**src/rtl/mem_access_unit.sv**
```systemverilog
// mem_access_unit: memory-stage load/store sequencer.
// Converts byte-addressed load/store requests into word accesses with byte
// enables, runs a req/ack handshake with the data memory while stalling the
// pipeline, and hands the raw loaded word plus its offset and load type to
// the write-back extension stage. Misaligned accesses and bus timeouts are
// reported instead of being issued.
//
// Ports:
//   clk, rst                 clock, synchronous active-high reset
//   in_valid, flush          MEM-stage instruction valid / discard
//   in_addr, in_wdata        byte address, store data
//   in_store_type            00 none, 01 SB, 10 SH, 11 SW
//   in_reg_type              register-write mode (load codes 1..5)
//   mem_req/addr/we/wdata    word-addressed memory request (registered)
//   mem_ack, mem_rdata       memory completion strobe and read word
//   stall                    combinational pipeline freeze
//   wb_valid/rdata/byte_sel/reg_type  load result for write-back
//   misalign, bus_err        one-cycle error pulses
//   err_addr                 address of the last rejected/timed-out access
module mem_access_unit #(
    parameter int unsigned TIMEOUT = 255
) (
    input  logic        clk,
    input  logic        rst,
    input  logic        in_valid,
    input  logic        flush,
    input  logic [31:0] in_addr,
    input  logic [31:0] in_wdata,
    input  logic [1:0]  in_store_type,
    input  logic [2:0]  in_reg_type,
    output logic        mem_req,
    output logic [29:0] mem_addr,
    output logic [3:0]  mem_we,
    output logic [31:0] mem_wdata,
    input  logic        mem_ack,
    input  logic [31:0] mem_rdata,
    output logic        stall,
    output logic        wb_valid,
    output logic [31:0] wb_rdata,
    output logic [1:0]  wb_byte_sel,
    output logic [2:0]  wb_reg_type,
    output logic        misalign,
    output logic        bus_err,
    output logic [31:0] err_addr
);

    localparam int unsigned CNT_W = 8;
    localparam logic [CNT_W-1:0] CNT_LAST = CNT_W'(TIMEOUT - 1);

    localparam logic [2:0] RT_LB  = 3'd1;
    localparam logic [2:0] RT_LH  = 3'd2;
    localparam logic [2:0] RT_LW  = 3'd3;
    localparam logic [2:0] RT_LBU = 3'd4;
    localparam logic [2:0] RT_LHU = 3'd5;

    typedef enum logic [1:0] {IDLE, BUSY, DONE} state_t;

    state_t           state;
    logic [CNT_W-1:0] cnt;
    logic [31:0]      addr_q;
    logic [2:0]       rt_q;
    logic             load_q;
    logic             flushed_q;

    logic        is_load, is_store, access;
    logic        sz_byte, sz_half, sz_word;
    logic        bad_align, accept, reject;
    logic [1:0]  off;
    logic [3:0]  we_n;
    logic [31:0] wdata_n;

    // Decode the incoming request: class, size, alignment and store lanes.
    always_comb begin
        is_load  = (in_reg_type == RT_LB) || (in_reg_type == RT_LH) ||
                   (in_reg_type == RT_LW) || (in_reg_type == RT_LBU) ||
                   (in_reg_type == RT_LHU);
        is_store = (in_store_type != 2'b00);
        access   = is_load || is_store;
        off      = in_addr[1:0];
        sz_byte  = 1'b0;
        sz_half  = 1'b0;
        sz_word  = 1'b0;
        we_n     = 4'b0000;
        wdata_n  = in_wdata;

        // A store takes precedence over a simultaneous load code.
        if (is_store) begin
            case (in_store_type)
                2'b01:   sz_byte = 1'b1;
                2'b10:   sz_half = 1'b1;
                default: sz_word = 1'b1;
            endcase
        end else if (is_load) begin
            if (in_reg_type == RT_LB || in_reg_type == RT_LBU) begin
                sz_byte = 1'b1;
            end else if (in_reg_type == RT_LH || in_reg_type == RT_LHU) begin
                sz_half = 1'b1;
            end else begin
                sz_word = 1'b1;
            end
        end

        if (is_store) begin
            if (sz_byte) begin
                we_n    = 4'b0001 << off;
                wdata_n = {4{in_wdata[7:0]}};
            end else if (sz_half) begin
                we_n    = 4'b0011 << off;
                wdata_n = in_wdata << {off, 3'b000};
            end else begin
                we_n    = 4'b1111;
            end
        end

        bad_align = (sz_half && off == 2'd3) || (sz_word && off != 2'd0);
        accept    = (state == IDLE) && in_valid && !flush && access && !bad_align;
        reject    = (state == IDLE) && in_valid && !flush && access && bad_align;
        stall     = accept || (state == BUSY);
    end

    // Sequencer: IDLE accepts or rejects, BUSY holds the request, DONE releases.
    always_ff @(posedge clk) begin
        if (rst) begin
            state       <= IDLE;
            cnt         <= '0;
            addr_q      <= '0;
            rt_q        <= '0;
            load_q      <= 1'b0;
            flushed_q   <= 1'b0;
            mem_req     <= 1'b0;
            mem_addr    <= '0;
            mem_we      <= '0;
            mem_wdata   <= '0;
            wb_valid    <= 1'b0;
            wb_rdata    <= '0;
            wb_byte_sel <= '0;
            wb_reg_type <= '0;
            misalign    <= 1'b0;
            bus_err     <= 1'b0;
            err_addr    <= '0;
        end else begin
            wb_valid <= 1'b0;
            misalign <= 1'b0;
            bus_err  <= 1'b0;
            case (state)
                IDLE: begin
                    if (accept) begin
                        state     <= BUSY;
                        cnt       <= '0;
                        mem_req   <= 1'b1;
                        mem_addr  <= in_addr[31:2];
                        mem_we    <= we_n;
                        mem_wdata <= wdata_n;
                        addr_q    <= in_addr;
                        rt_q      <= in_reg_type;
                        load_q    <= is_load && !is_store;
                        flushed_q <= 1'b0;
                    end else if (reject) begin
                        misalign <= 1'b1;
                        err_addr <= in_addr;
                    end
                end
                BUSY: begin
                    cnt <= cnt + CNT_W'(1);
                    if (flush) begin
                        flushed_q <= 1'b1;
                    end
                    // Ack beats a timeout landing in the same cycle.
                    if (mem_ack) begin
                        state   <= DONE;
                        mem_req <= 1'b0;
                        if (load_q && !flushed_q && !flush) begin
                            wb_valid    <= 1'b1;
                            wb_rdata    <= mem_rdata;
                            wb_byte_sel <= addr_q[1:0];
                            wb_reg_type <= rt_q;
                        end
                    end else if (cnt == CNT_LAST) begin
                        state    <= IDLE;
                        mem_req  <= 1'b0;
                        bus_err  <= 1'b1;
                        err_addr <= addr_q;
                    end
                end
                DONE: begin
                    state <= IDLE;
                end
                default: begin
                    state <= IDLE;
                end
            endcase
        end
    end

endmodule

```
**config.mk**
```make
export PLATFORM = sky130hd
export DESIGN_NAME = mem_access_unit
export DESIGN_NICKNAME = d
export VERILOG_FILES = /design/src/rtl/mem_access_unit.sv
export SDC_FILE = /design/constraint.sdc
export NUM_CORES = 1
export LEC_CHECK = 0
export CAP_MARGIN = 20
export CORE_MARGIN = 3
export CORE_UTILIZATION = 25
export CTS_CLUSTER_SIZE = 10
export DETAILED_ROUTE_END_ITERATION = 6
export PLACE_DENSITY = 0.52
export SYNTH_ARGS = -nofsm -noshare
export SYNTH_HDL_FRONTEND = slang
export SYNTH_SLANG_ARGS = --single-unit
```
**constraint.sdc**
```tcl
create_clock -name clk -period 9.6 [get_ports clk]
set_input_delay 2.88 -clock clk [delete_from_list [all_inputs] [get_ports clk]]
set_output_delay 2.88 -clock clk [all_outputs]
set_load 0.05 [all_outputs]
```
# == Word-level counts from Yosys, hierarchy flattened ==
# Index checks and enable logic that the tools add are counted.
# op_classes
n_addsub,1
mul,0
div_mod_pow,0
order_cmp,0
n_eq_ne,17
shift,3
muxes,41
n_bitwise,3
n_reduce_logical,38
# op_table
op,count
$mux W32,7
$pmux W32 S2,1
$shl A32 B5 Y32,1
$mux W1,22
$pmux W8 S2,1
$mux W4,3
$logic_and A1 B1 Y1,10
$ne A2 B2 Y1 const B,5
$logic_or A1 B1 Y1,9
$reduce_and A3 Y1,3
$reduce_or A3 Y1,3
$add A8 B1 Y8 const B,1
$eq A8 B8 Y1 const B,1
$mux W8,1
$eq A3 B2 Y1 const B,2
$eq A3 B3 Y1 const B,2
$mux W2,3
$reduce_and A2 Y1,3
$reduce_bool A2 Y1,3
$reduce_and A5 Y1,1
$eq A2 B1 Y1 const B,2
$eq A2 B2 Y1 const B,2
$logic_not A1 Y1,4
$pmux W1 S2,2
other kinds (9),11
# word_totals
register_bits,186
latch_bits,0
ramBits,0
romBits,0
in_bits,106
output_inout_bits,140
n_memories,0

# == Longest topological paths before layout ==
# logic_depth
ltp_word,13
depth_mapped,11
ltp_nobuf,7

# == Worst setup path before layout ==
# No wires, ideal clock.
# synth_path
path_kind,in2out
startpoint,input in_store_type[0]
endpoint,output stall
arrival_time_ns,4.406
path_slack_ns,2.314
stages,9
path_buffers,3
path_cell_list,inv_1 > ha_1 > buf_2 > nor2_1 > a31oi_4 > a211o_1 > buf_4 > buf_6 > nand2_2
# synth_via
elab_chain_len,9
word_cells_on_any_way,16
cone_classes,eq/ne (2); mux (4); reduce/logical (10)
# synth_lines
item,line_no,source
from (decl),29,"input logic [1:0] in_store_type,"
$eq A2 B2 Y1 / $eq A2 B1 Y1 (equally long branches),88,case (in_store_type)
$reduce_or A2 Y1 (no source line),n/a,
$mux W1,88,
$mux W1,87,if (is_store) begin
$logic_and A1 B1 Y1,115,bad_align = (sz_half && off == 2'd3) || (sz_word && off != 2'd0);
$logic_or A1 B1 Y1,115,
$logic_not A1 Y1,116,accept = (state == IDLE) && in_valid && !flush && access && !bad_align;
$logic_and A1 B1 Y1 *,116,
$logic_or A1 B1 Y1 *,118,stall = accept || (state == BUSY);
to (decl),37,"output logic stall,"
# Every way passes the cells marked *; elsewhere a longest branch is shown, timed or not.

# == Final worst setup path ==
# Ends and elaborated chain as after synthesis.

==> results.json <==
{
  "fin_util_pct": 36.6,
  "globalRouteTotalUtil_pct": 15.3,
  "cp_slowest_stage_delay_ns": 0.88,
  "tritoncts_clock_tree": "done",
  "max-vdd-ir-drop_mv": 0.0768,
  "antenna_cell_count": 0,
  "final_weighted_congestion_in_routability_driven_placement": 0.808,
  "hold_buffers": 0,
  "arrival_ns": 5.68,
  "outcome": "finished clean",
  "critical_path.n_buffers_inverters": 3,
  "numPortBuffers": 245,
  "wirelength_um": 23800,
  "maxSlewViolCount": 0,
  "cts.sink_count": 156,
  "layout_min_cycle_time_ns": 8.56,
  "mapped_nets": 952,
  "worst_slew_margin_rel_pct": 32.6,
  "ys_async_sr_fraction_pct": 0,
  "timing.final.setup_violations": 0,
  "hpwlAfterDp_um": 15800,
  "end_kind": "output pin",
  "worst_r2r_startpoint": "state[1]",
  "crit_top_cell": "sky130_fd_sc_hd__clkdlybuf4s50_1",
  "layout-area-overhead-vs-synth_pct": 43.7,
  "total_global_routing_overflow": 0,
  "holdCritPathClass": "flip-flop to flip-flop",
  "cts_buffer_depth": 2,
  "cellLeakagePower_uw": 0.00335,
  "grt_setup_unrepaired": "no",
  "post_cts.repair.setup_buffers": 0,
  "cpMaxStageDelayCell": "sky130_fd_sc_hd__clkdlybuf4s50_1",
  "path_max_fanout": 16,
  "synth_sequential_area_ratio_pct": 44.0,
  "critPathTopFamily": "buffers and inverters",
  "tritoncts.num_buffers": 17,
  "sw_frac_of_total_pct": 29.5,
  "startpoint": "in_store_type[0]",
  "final_net_count": 1130,
  "number_of_levels_in_the_clock_h_tree": 4,
  "r2r_end": "mem_we[1]",
  "worst_path_clk_slew_ns": 0.06,
  "synth-edff-count": 0,
  "worstRegToRegCells": 6,
  "syn-instance-count": 837,
  "multi_input_area_mm2": 0.00339,
  "worst_skew_pair.late_latency_ns": 0.42,
  "syn-mean-instance-area_um2": 8.47,
  "synth-seq-cells": 156,
  "max_cap_violations": 0,
  "grt_pass1_vias": 6391,
  "grt_max_degree": 92,
  "netSwitchingPower_uw": 516,
  "setup_total_negative_slack_ns": 0,
  "initial_utilization_pct": 25.5,
  "ioPinCount": 246,
  "row_count": 61,
  "p_comb_share_pct": 20.1,
  "timing_hold_violations_final": 0,
  "clockRootBuffer": "sky130_fd_sc_hd__clkbuf_16",
  "fmaxAchievable_mhz": 117,
  "critical_path_cell_count": 8,
  "cp_cell_sequence": "clkdlybuf4s50_1 -> inv_1 -> ha_1 -> or4b_1 -> nand3_1 -> a211o_4 -> nand2_2 -> clkdlybuf4s50_1",
  "remaining_drc_errors": 0,
  "worst_clock_skew_ns": 0.00928,
  "core_region_area_mm2": 0.0279,
  "first_iter_violations": 470,
  "drt_pre_antenna_iters": 6,
  "worst_path_class_setup": "primary input to output pin",
  "post_cts.resized_instances": 0,
  "critical_path_launch_point_type": "primary input",
  "worst_slew_pin_slew_ns": 1.01,
  "die_height_um": 174,
  "final_antenna_net_count": 0,
  "synth_warnings": 0,
  "post_drt_via_cell_ratio": 4.69,
  "timing.critical_path.required_ns": 6.72,
  "layout-drive-gt1-share_pct": 6.62,
  "internal_power_uw": 1230,
  "clock_power_share_pct": 40.3,
  "fp.dieArea_mm2": 0.0304,
  "antenna_found_initial": 0,
  "timing.final.crit_share_pct": 89.2,
  "worst-r2r-setup-slack_ns": 6.29,
  "route.detailed.wl_per_inst_um": 17.0,
  "p_seq_share_pct": 39.6,
  "mappedNetlistArea_mm2": 0.00709,
  "synth_ff_type": "sky130_fd_sc_hd__dfxtp_1",
  "number_of_vias_in_the_routed_layout": 6589,
  "global_route_wire_length_before_repair_um": 37500,
  "fill_cells": 2856,
  "sequential_cell_area_mm2": 0.00312,
  "worstSetupEndpoint": "stall",
  "synth.lib_cells_used.distinct": 54,
  "power_density_mw_per_mm2": 172,
  "die_w_um": 174
}
## metrics by stage
| stage | setup WS [ns] | power (uW) | instance area [um2] | std cells | hold slack (ns) |
|---|---|---|---|---|---|
| final | 1.04 | 1750 | 10200 | 1405 | 0.453 |
| after global routing | 0.867 | 1830 | 10200 | 1405 | 0.474 |
| after CTS | 1.03 | 1770 | 10200 | 1404 | 0.454 |
| after detailed placement | 1.03 | 1060 | 9560 | 1373 | 0.446 |
| after global placement | 1.08 | 1060 | 9560 | 1373 | 0.441 |
| after floorplan | 2.31 | 927 | 7090 | 837 | 0.432 |
## final cells by class
cell class,count,area share (%)
multi-input combinational,574,33.3
sequential,156,30.7
timing repair buffer,258,25.2
tap,378,4.64
clock inverter,9,1.36
clock buffer,22,4.55
inverter,8,0.295
## worst register-to-register path: stages, from the launching register on
cell,delay (ns)
sky130_fd_sc_hd__dfxtp_1,0.38
sky130_fd_sc_hd__nor4b_2,0.51
sky130_fd_sc_hd__nand3_1,0.36
sky130_fd_sc_hd__a211oi_4,0.86
sky130_fd_sc_hd__buf_4,0.74
sky130_fd_sc_hd__o2111ai_1,0.24
sky130_fd_sc_hd__a21oi_1,0.16
## synth_stat cells, types with 3 or more instances
master,n,area (um2)
sky130_fd_sc_hd__a211oi_1,38,285
sky130_fd_sc_hd__a211oi_2,7,87.6
sky130_fd_sc_hd__a21o_1,4,30.0
sky130_fd_sc_hd__a21oi_1,135,676
sky130_fd_sc_hd__a221oi_1,7,61.3
sky130_fd_sc_hd__a222oi_1,9,90.1
sky130_fd_sc_hd__a22oi_1,3,22.5
sky130_fd_sc_hd__a311oi_1,6,52.6
sky130_fd_sc_hd__a31oi_1,5,31.3
sky130_fd_sc_hd__buf_2,7,35.0
sky130_fd_sc_hd__buf_4,40,300
sky130_fd_sc_hd__buf_6,6,67.6
sky130_fd_sc_hd__clkbuf_1,45,169
sky130_fd_sc_hd__dfxtp_1,156,3120
sky130_fd_sc_hd__ha_1,9,113
sky130_fd_sc_hd__inv_1,8,30.0
sky130_fd_sc_hd__mux2i_1,34,340
sky130_fd_sc_hd__mux4_2,5,113
sky130_fd_sc_hd__nand2_1,176,661
sky130_fd_sc_hd__nand2b_1,5,31.3
sky130_fd_sc_hd__nand3_1,16,80.1
sky130_fd_sc_hd__nand3b_1,3,22.5
sky130_fd_sc_hd__nand4_1,6,37.5
sky130_fd_sc_hd__nor2_1,43,161
sky130_fd_sc_hd__nor3_1,10,50.1
sky130_fd_sc_hd__o211ai_1,5,37.5
sky130_fd_sc_hd__o21ai_0,7,35.0
sky130_fd_sc_hd__o22ai_1,3,18.8
sky130_fd_sc_hd__or2_2,5,31.3
sky130_fd_sc_hd__xor2_1,4,35.0
## layout by cell type, fill, tap and decap left out, types with 10 or more instances in the layout
master                              n
sky130_fd_sc_hd__buf_4             13
sky130_fd_sc_hd__a21oi_1          134
sky130_fd_sc_hd__nor2_1            42
sky130_fd_sc_hd__dfxtp_1          155
sky130_fd_sc_hd__clkbuf_16         17
sky130_fd_sc_hd__a211oi_1          38
sky130_fd_sc_hd__clkdlybuf4s50_1  244
sky130_fd_sc_hd__nand2_1          176
sky130_fd_sc_hd__nor3_1            10
sky130_fd_sc_hd__nand3_1           16
sky130_fd_sc_hd__mux2i_1           34
## kinds of logic (layout without fill, tap and decap cells)
| group | count (synthesis) | after routing | synth area share (%) |
|---|---|---|---|
| AO/OA/AOI/OAI | 238 | 238 | 21.5 |
| multiplexers | 40 | 40 | 6.54 |
| XOR/XNOR | 4 | 4 | 0.494 |
| AND/OR/NAND/NOR | 283 | 283 | 17.4 |
| adder cells (fa/ha/maj) | 9 | 9 | 1.59 |
| buffers and inverters | 107 | 297 | 8.54 |
| flip-flops | 156 | 156 | 44.0 |
## power by group through the flow
stage | clock [uW] | sequential, uW | combinational [uW]
2_1_floorplan | 0 | 777 | 150
3_3_place_gp | 0 | 707 | 350
3_5_place_dp | 0 | 708 | 350
4_1_cts | 727 | 694 | 351
5_1_grt | 755 | 697 | 374
6_report | 705 | 693 | 351
## state kept, by name, indices dropped and copies added (netlist names), 3 cells and up
register / count
rt_q: 3
err_addr: 32
wb_rdata: 32
cnt: 8
mem_addr: 30
wb_reg_type: 3
mem_we: 4
mem_wdata: 32
## worst min path at each step
stage | slack, ns | startpoint | cells past startpoint | to
after floorplan | 0.43 | rt_q[0] | 2 | wb_reg_type[0]
after global placement | 0.44 | wb_rdata[26] | 2 | wb_rdata[26]
after detailed placement | 0.45 | wb_rdata[7] | 2 | wb_rdata[7]
after CTS | 0.45 | wb_rdata[26] | 2 | wb_rdata[26]
after global routing | 0.47 | wb_byte_sel[0] | 2 | wb_byte_sel[0]
final | 0.45 | wb_rdata[26] | 2 | wb_rdata[26]
## metal layers
metal / share of wire [%] / wire length (um) / up-vias / global-route usage (%)
li1: - / - / 3284 / -
met1: 46 / 11000 / 3041 / 20.7
met2: 45 / 10700 / 239 / 23.7
met3: 7.5 / 1780 / 25 / 4.89
met4: 1.7 / 396 / 0 / 4.09
met5: 0 / 0 / - / 0
Note: power is estimated with default switching activity, not from simulation.
